==> src/rtl/intersection_controller.sv <==
// Four-way intersection sequencer: half-second time base, phase FSM with
// NS advanced-left and pedestrian walk windows, and light-code decode.
//
// state    | meaning
// ---------+----------------------------------------------------------
// ALLRED_A | all-red clearance before NS; chooses NS_LEFT or NS_GREEN
// NS_LEFT  | NS advanced-left arrow, EW red
// NS_GREEN | NS through green; NS-parallel walk window if granted
// NS_AMBER | NS amber, EW red
// ALLRED_B | all-red clearance before EW
// EW_GREEN | EW through green; EW-parallel walk window if granted
// EW_AMBER | EW amber, NS red
module intersection_controller #(
    parameter int HALF_SEC_CYCLES = 25_000_000,
    parameter int GREEN_T         = 20,
    parameter int AMBER_T         = 6,
    parameter int ALLRED_T        = 2,
    parameter int LEFT_T          = 8,
    parameter int WALK_T          = 10,
    parameter int FLASH_T         = 8
) (
    input  logic       clk,
    input  logic       reset,
    input  logic       leftRequest,
    input  logic       pedRequest,
    output logic       halfSec,
    output logic [2:0] nsLight,
    output logic [2:0] ewLight,
    output logic [2:0] nsWalk,
    output logic [2:0] ewWalk
);

    localparam int DIV_W = (HALF_SEC_CYCLES > 1) ? $clog2(HALF_SEC_CYCLES) : 1;
    localparam logic [DIV_W-1:0] DIV_LAST = DIV_W'(HALF_SEC_CYCLES - 1);

    localparam int MAX_GA  = (GREEN_T > AMBER_T) ? GREEN_T : AMBER_T;
    localparam int MAX_RL  = (ALLRED_T > LEFT_T) ? ALLRED_T : LEFT_T;
    localparam int MAX_T   = (MAX_GA > MAX_RL) ? MAX_GA : MAX_RL;
    localparam int TMR_W   = $clog2(MAX_T + 1);

    localparam logic [TMR_W-1:0] GREEN_LAST  = TMR_W'(GREEN_T - 1);
    localparam logic [TMR_W-1:0] AMBER_LAST  = TMR_W'(AMBER_T - 1);
    localparam logic [TMR_W-1:0] ALLRED_LAST = TMR_W'(ALLRED_T - 1);
    localparam logic [TMR_W-1:0] LEFT_LAST   = TMR_W'(LEFT_T - 1);
    // Walk window edges lie inside the green phase, so they fit the timer width.
    localparam logic [TMR_W-1:0] WALK_END    = TMR_W'(WALK_T);
    localparam logic [TMR_W-1:0] FLASH_END   = TMR_W'(WALK_T + FLASH_T);

    localparam logic [2:0] CODE_GREEN = 3'b001;
    localparam logic [2:0] CODE_AMBER = 3'b010;
    localparam logic [2:0] CODE_RED   = 3'b100;
    localparam logic [2:0] CODE_LEFT  = 3'b101;
    localparam logic [2:0] CODE_WALK  = 3'b110;
    localparam logic [2:0] CODE_DONT  = 3'b011;
    localparam logic [2:0] CODE_FLASH = 3'b111;

    typedef enum logic [2:0] {
        ALLRED_A = 3'd0,
        NS_LEFT  = 3'd1,
        NS_GREEN = 3'd2,
        NS_AMBER = 3'd3,
        ALLRED_B = 3'd4,
        EW_GREEN = 3'd5,
        EW_AMBER = 3'd6
    } state_t;

    state_t             state_q, state_d;
    logic [DIV_W-1:0]   div_q, div_d;
    logic [TMR_W-1:0]   timer_q, timer_d;
    logic               half_sec_q, half_sec_d;
    logic               left_latch_q, left_latch_d;
    logic               ped_latch_q, ped_latch_d;
    logic               walk_grant_q, walk_grant_d;

    logic               tick;
    logic [TMR_W-1:0]   last_cnt;
    logic               phase_done;
    logic               enter_green;
    logic               enter_left;
    logic               leave_green;
    logic [2:0]         walk_code;

    // Free-running half-second divider and square-wave output.
    always_comb begin
        tick       = (div_q == DIV_LAST);
        div_d      = tick ? '0 : div_q + DIV_W'(1);
        half_sec_d = half_sec_q ^ tick;
    end

    // Terminal timer value of the current phase.
    always_comb begin
        last_cnt = ALLRED_LAST;
        case (state_q)
            ALLRED_A, ALLRED_B: last_cnt = ALLRED_LAST;
            NS_LEFT:            last_cnt = LEFT_LAST;
            NS_GREEN, EW_GREEN: last_cnt = GREEN_LAST;
            NS_AMBER, EW_AMBER: last_cnt = AMBER_LAST;
            default:            last_cnt = ALLRED_LAST;
        endcase
    end

    // Phase sequencing, phase timer and walk-window grant.
    always_comb begin
        state_d      = state_q;
        timer_d      = timer_q;
        walk_grant_d = walk_grant_q;
        phase_done   = tick && (timer_q == last_cnt);

        if (tick) begin
            timer_d = timer_q + TMR_W'(1);
        end

        if (phase_done) begin
            timer_d = '0;
            case (state_q)
                ALLRED_A: state_d = left_latch_q ? NS_LEFT : NS_GREEN;
                NS_LEFT:  state_d = NS_GREEN;
                NS_GREEN: state_d = NS_AMBER;
                NS_AMBER: state_d = ALLRED_B;
                ALLRED_B: state_d = EW_GREEN;
                EW_GREEN: state_d = EW_AMBER;
                EW_AMBER: state_d = ALLRED_A;
                default:  state_d = ALLRED_A;
            endcase
        end

        enter_green = phase_done && ((state_d == NS_GREEN) || (state_d == EW_GREEN));
        enter_left  = phase_done && (state_d == NS_LEFT);
        leave_green = phase_done && ((state_q == NS_GREEN) || (state_q == EW_GREEN));

        if (enter_green) begin
            walk_grant_d = ped_latch_q;
        end else if (leave_green) begin
            walk_grant_d = 1'b0;
        end

        // A request present on the consuming edge stays latched for next time.
        ped_latch_d  = pedRequest  | (ped_latch_q  & ~enter_green);
        left_latch_d = leftRequest | (left_latch_q & ~enter_left);
    end

    // State, timer, divider and latch registers.
    always_ff @(posedge clk or posedge reset) begin
        if (reset) begin
            state_q      <= ALLRED_A;
            div_q        <= '0;
            timer_q      <= '0;
            half_sec_q   <= 1'b0;
            left_latch_q <= 1'b0;
            ped_latch_q  <= 1'b0;
            walk_grant_q <= 1'b0;
        end else begin
            state_q      <= state_d;
            div_q        <= div_d;
            timer_q      <= timer_d;
            half_sec_q   <= half_sec_d;
            left_latch_q <= left_latch_d;
            ped_latch_q  <= ped_latch_d;
            walk_grant_q <= walk_grant_d;
        end
    end

    // Walk head code as a function of time spent in the green phase.
    always_comb begin
        walk_code = CODE_DONT;
        if (timer_q < WALK_END) begin
            walk_code = CODE_WALK;
        end else if (timer_q < FLASH_END) begin
            walk_code = CODE_FLASH;
        end
    end

    // Light-code decode from registered state.
    always_comb begin
        nsLight = CODE_RED;
        ewLight = CODE_RED;
        nsWalk  = CODE_DONT;
        ewWalk  = CODE_DONT;
        case (state_q)
            NS_LEFT:  nsLight = CODE_LEFT;
            NS_GREEN: begin
                nsLight = CODE_GREEN;
                if (walk_grant_q) nsWalk = walk_code;
            end
            NS_AMBER: nsLight = CODE_AMBER;
            EW_GREEN: begin
                ewLight = CODE_GREEN;
                if (walk_grant_q) ewWalk = walk_code;
            end
            EW_AMBER: ewLight = CODE_AMBER;
            default: begin
                nsLight = CODE_RED;
                ewLight = CODE_RED;
            end
        endcase
    end

    assign halfSec = half_sec_q;

endmodule

==> config.mk <==
export PLATFORM = sky130hd
export DESIGN_NAME = intersection_controller
export DESIGN_NICKNAME = d
export VERILOG_FILES = /design/src/rtl/intersection_controller.sv
export SDC_FILE = /design/constraint.sdc
export NUM_CORES = 1
export LEC_CHECK = 0
export ABC_AREA = 1
export BUFFER_PORTS_ARGS = -buffer_cell sky130_fd_sc_hd__buf_2
export CAP_MARGIN = 0
export CORE_UTILIZATION = 45
export CTS_CLUSTER_SIZE = 40
export DETAILED_ROUTE_END_ITERATION = 10
export GPL_ROUTABILITY_DRIVEN = 0
export HOLD_SLACK_MARGIN = 0.08
export PLACE_DENSITY = 0.69
export REMOVE_ABC_BUFFERS = 1
export SLEW_MARGIN = 5
export SYNTH_ARGS = -nofsm -noshare
export SYNTH_HDL_FRONTEND = slang
export SYNTH_SLANG_ARGS = --single-unit
export TNS_END_PERCENT = 30
==> constraint.sdc <==
create_clock -name clk -period 3.71 [get_ports clk]
set_input_delay 0.5565 -clock clk [delete_from_list [all_inputs] [get_ports clk]]
set_output_delay 0.5565 -clock clk [all_outputs]
set_load 0.005 [all_outputs]
==> metrics.md <==
| Metric | Value |
|---|---|
| WL/cell | `12.21 um` |
| Slowest stage delay, CP | `380 ps` |
| CTS tree | `done` |
| Reg2Reg Depth | `14` |
| GR Overflow Total | `0` |
| Post-Synth Adder-Cell Area | `1.104%` |
| Cells after Synth | `305` |
| Fillers | `456` |
| Critical path endpoint category | `flip-flop` |
| Routed wire length | `4785 um` |
| Leakage | `1.209 nW` |
| CORE AREA | `4786 um2` |
| Largest net degree at the start of global routing | `25` |
| Final worst path period share | `55.80%` |
| P_int | `675.5 uW` |
| Pwr Density | `332.1 nW/um2` |
| Non-filler instance count after layout | `392` |
| Sw Ratio | `19.88%` |
| Distinct cell type count after synthesis | `39` |
| Max Cap Viol | `0` |
| Mean Syn Cell Area | `7.433 um2` |
| Worst-Skew Late Latency | `300 ps` |
| Initial DRC count | `135` |
| CP Max Fanout | `13` |
| Clock sink count | `37` |
| Routing usage on met2 | `31.58%` |
| Most common cell after layout, fill and taps aside | `nand2_1` |
| Die Y | `72.98 um` |
| Die W | `72.98 um` |
| P_sw | `167.6 uW` |
| Drt drc | `0` |
| Hpwl dp | `3700 um` |
| Setup Crit Path Kind | `flip-flop to flip-flop` |
| # nets final | `330` |
| Skew final | `3.002 ps` |
| RR Startpoint | `div_q[0]` |
| Root Buffer | `clkbuf_8` |
| Fraction of the mapped netlist area in simple logic gates | `36.59%` |
| Worst-path cell chain | `ha_1, nand3_2, nor2_4, nand3_1, nor2_4, nand3_4, nand2_1, nand2_2, clkinv_2, nand2_2, nand2_2, nand3_2, nand2_1, nand2_1` |
| CTS HTree Levels | `2` |
| Outcome | `completed` |
| Initial antenna violation count | `0` |
| Worst r2r dst | `walk_grant_q` |
| Hold Vio Cnt, Final | `0` |
| XOR/XNOR share of the synthesized area | `2.318%` |
| Final setup vio count | `0` |
| Mapped Area | `2267 um2` |
| Rel. slew slack | `40.13%` |
| Multiplexer area fraction after synthesis | `0%` |
| Reg power frac | `47.8%` |
| Most Used Layer, Global Route | `met2` |
| Complex-gate fraction of the synthesized area | `9.106%` |
| Vias in the first global route | `1863` |
| Slowest cell on the critical path | `dfrtp_1` |
| Postcts setup bufs | `0` |
| Total CTS buffers | `5` |
| GR Util met3 | `4.420%` |
| Placed inst area | `2401 um2` |
| Reg2Reg Setup Slack | `1640 ps` |
| Global-route wire length before repair | `8335 um` |
| DR vias/cell | `5.135` |
| Crit path DAT | `2260 ps` |
| Maximum VDD drop | `221.1 uV` |
| Std cell rows | `25` |
| Via count | `2013` |
| Area delta synth->final | `11.98%` |
| Largest family of logic cells by synthesized area | `simple AND/OR/NAND/NOR gates` |
| Fin crit period | `2070 ps` |
| IO Pins | `17` |
| CTS clk-pin slew, worst paths | `80 ps` |
| Worst hold-check path type | `input pin to asynchronous set/reset pin` |
| Layout cells sized above 1 | `15.69%` |
| CP Launch Type | `flip-flop` |
| Final instance area | `2539 um2` |
| DR pass1 iterations | `4` |
| ANT nets after route | `0` |
| Diode count | `0` |
| Die footprint | `5326 um2` |
| DP Cell Count | `384` |
| Sequential fraction of the synthesis area | `40.84%` |
| Starting Density | `47.37%` |
| Deepest clock path buffer count | `2` |
| # hold bufs at CTS | `0` |
| Clk pwr share | `51.0%` |
| IO buf count | `14` |
| RSZ-0062 raised after global routing | `no` |
| Setup TNS | `0 ps` |
| Slew @ Worst Pin | `897.1 ps` |
| Number of register bits inferred by synthesis | `37` |
| Pins Over Slew Limit | `0` |
| Critical Path RT | `3900 ps` |
| Syn. warnings | `0` |
| CTS resizes | `0` |
| Peak Freq | `483.1 MHz` |
| Met1 usage | `28.31%` |
| Most frequent cells in the layout | `nand2_1 (63), inv_1 (47), nor2_1 (37), dfrtp_1 (37), nand3_1 (22)` |
| Final core utilization | `53.05%` |
| Comb pwr share | `1.3%` |
| Total GRT Usage | `20.40%` |
worst max path at each step:
stage | startpoint | to | cells past startpoint
final | div_q[0] | walk_grant_q | 14
after CTS | div_q[0] | ped_latch_q | 14
after detailed placement | div_q[0] | ped_latch_q | 14
after global routing | div_q[0] | ped_latch_q | 14
after floorplan | div_q[0] | walk_grant_q | 14
after global placement | div_q[0] | walk_grant_q | 14
power by group through the flow:
stage	sequential, mW	combinational, mW	clock [mW]
after floorplan	0.411	0.00676	0
after global placement	0.411	0.0113	0
after detailed placement	0.411	0.0115	0
after CTS	0.403	0.0115	0.439
after global routing	0.403	0.0132	0.455
final	0.403	0.0107	0.430
metrics by stage:
stage	total power [mW]	setup WS (ps)	hold WS, ps
3_5_place_dp	0.4224	1632	467.1
5_1_grt	0.8710	1436	438.8
6_report	0.8431	1640	436.8
3_3_place_gp	0.4223	1723	446.3
2_1_floorplan	0.4177	1877	432.9
4_1_cts	0.8533	1618	433.1
registers in the layout (all words and copies together) (netlist names):
signal        count
ped_latch_q       1
timer_q           5
div_q            25
walk_grant_q      1
halfSec           1
left_latch_q      1
state_q           3
layout make-up:
type | count | area [um2] | share of cell area (%)
tap | 67 | 83.83 | 3.302
inverter | 51 | 192.7 | 7.590
timing repair buffer | 15 | 77.57 | 3.056
multi-input combinational | 214 | 1121 | 44.16
sequential | 37 | 925.9 | 36.47
clock buffer | 5 | 68.82 | 2.711
clock inverter | 3 | 68.82 | 2.711
cells in the mapped netlist (all sizes together):
| cell type | count | share of area (%) |
|---|---|---|
| nor4 | 2 | 0.55 |
| buf | 4 | 1.4 |
| a21boi | 1 | 0.33 |
| xor2 | 6 | 2.3 |
| a311oi | 1 | 0.39 |
| a21oi | 12 | 2.8 |
| clkinv | 1 | 0.22 |
| ha | 2 | 1.1 |
| or2 | 1 | 0.28 |
| a211oi | 1 | 0.33 |
| o211ai | 1 | 0.33 |
| inv | 50 | 8.3 |
| a41oi | 1 | 0.39 |
| nand3 | 28 | 7.8 |
| o211a | 1 | 0.44 |
| dfrtp | 37 | 41 |
| a31oi | 1 | 0.28 |
| conb | 1 | 0.17 |
| nand4 | 10 | 2.8 |
| nor3 | 12 | 3.1 |
| o21a | 1 | 0.33 |
| nand3b | 1 | 0.33 |
| nor3b | 2 | 0.66 |
| o21bai | 1 | 0.33 |
| nand2 | 72 | 13 |
| nor2 | 42 | 8.2 |
| a221oi | 1 | 0.39 |
| o31ai | 1 | 0.33 |
| o21ai | 11 | 2.4 |
cell families after synthesis:
family	after synthesis
AOI/OAI and AO/OA	34
xor gates and xnor gates	6
adders and majority gates	2
buffers and inverters	55
DFF	37
other	1
and+or+nand+nor	170
critical path: cells and delay by family, from the launching register on:
| family | cells | cell delay (ps) |
|---|---|---|
| and+or+nand+nor | 12 | 1320 |
| DFF | 1 | 380 |
| adders and majority gates | 1 | 220 |
| buffers and inverters | 1 | 50 |
per-layer routing:
metal	up-vias	routed length, um
met5	-	0
met4	0	55
met3	6	212
met2	52	2196
met1	937	2320
li1	1018	-
Note: power is estimated with default switching activity, not from simulation.
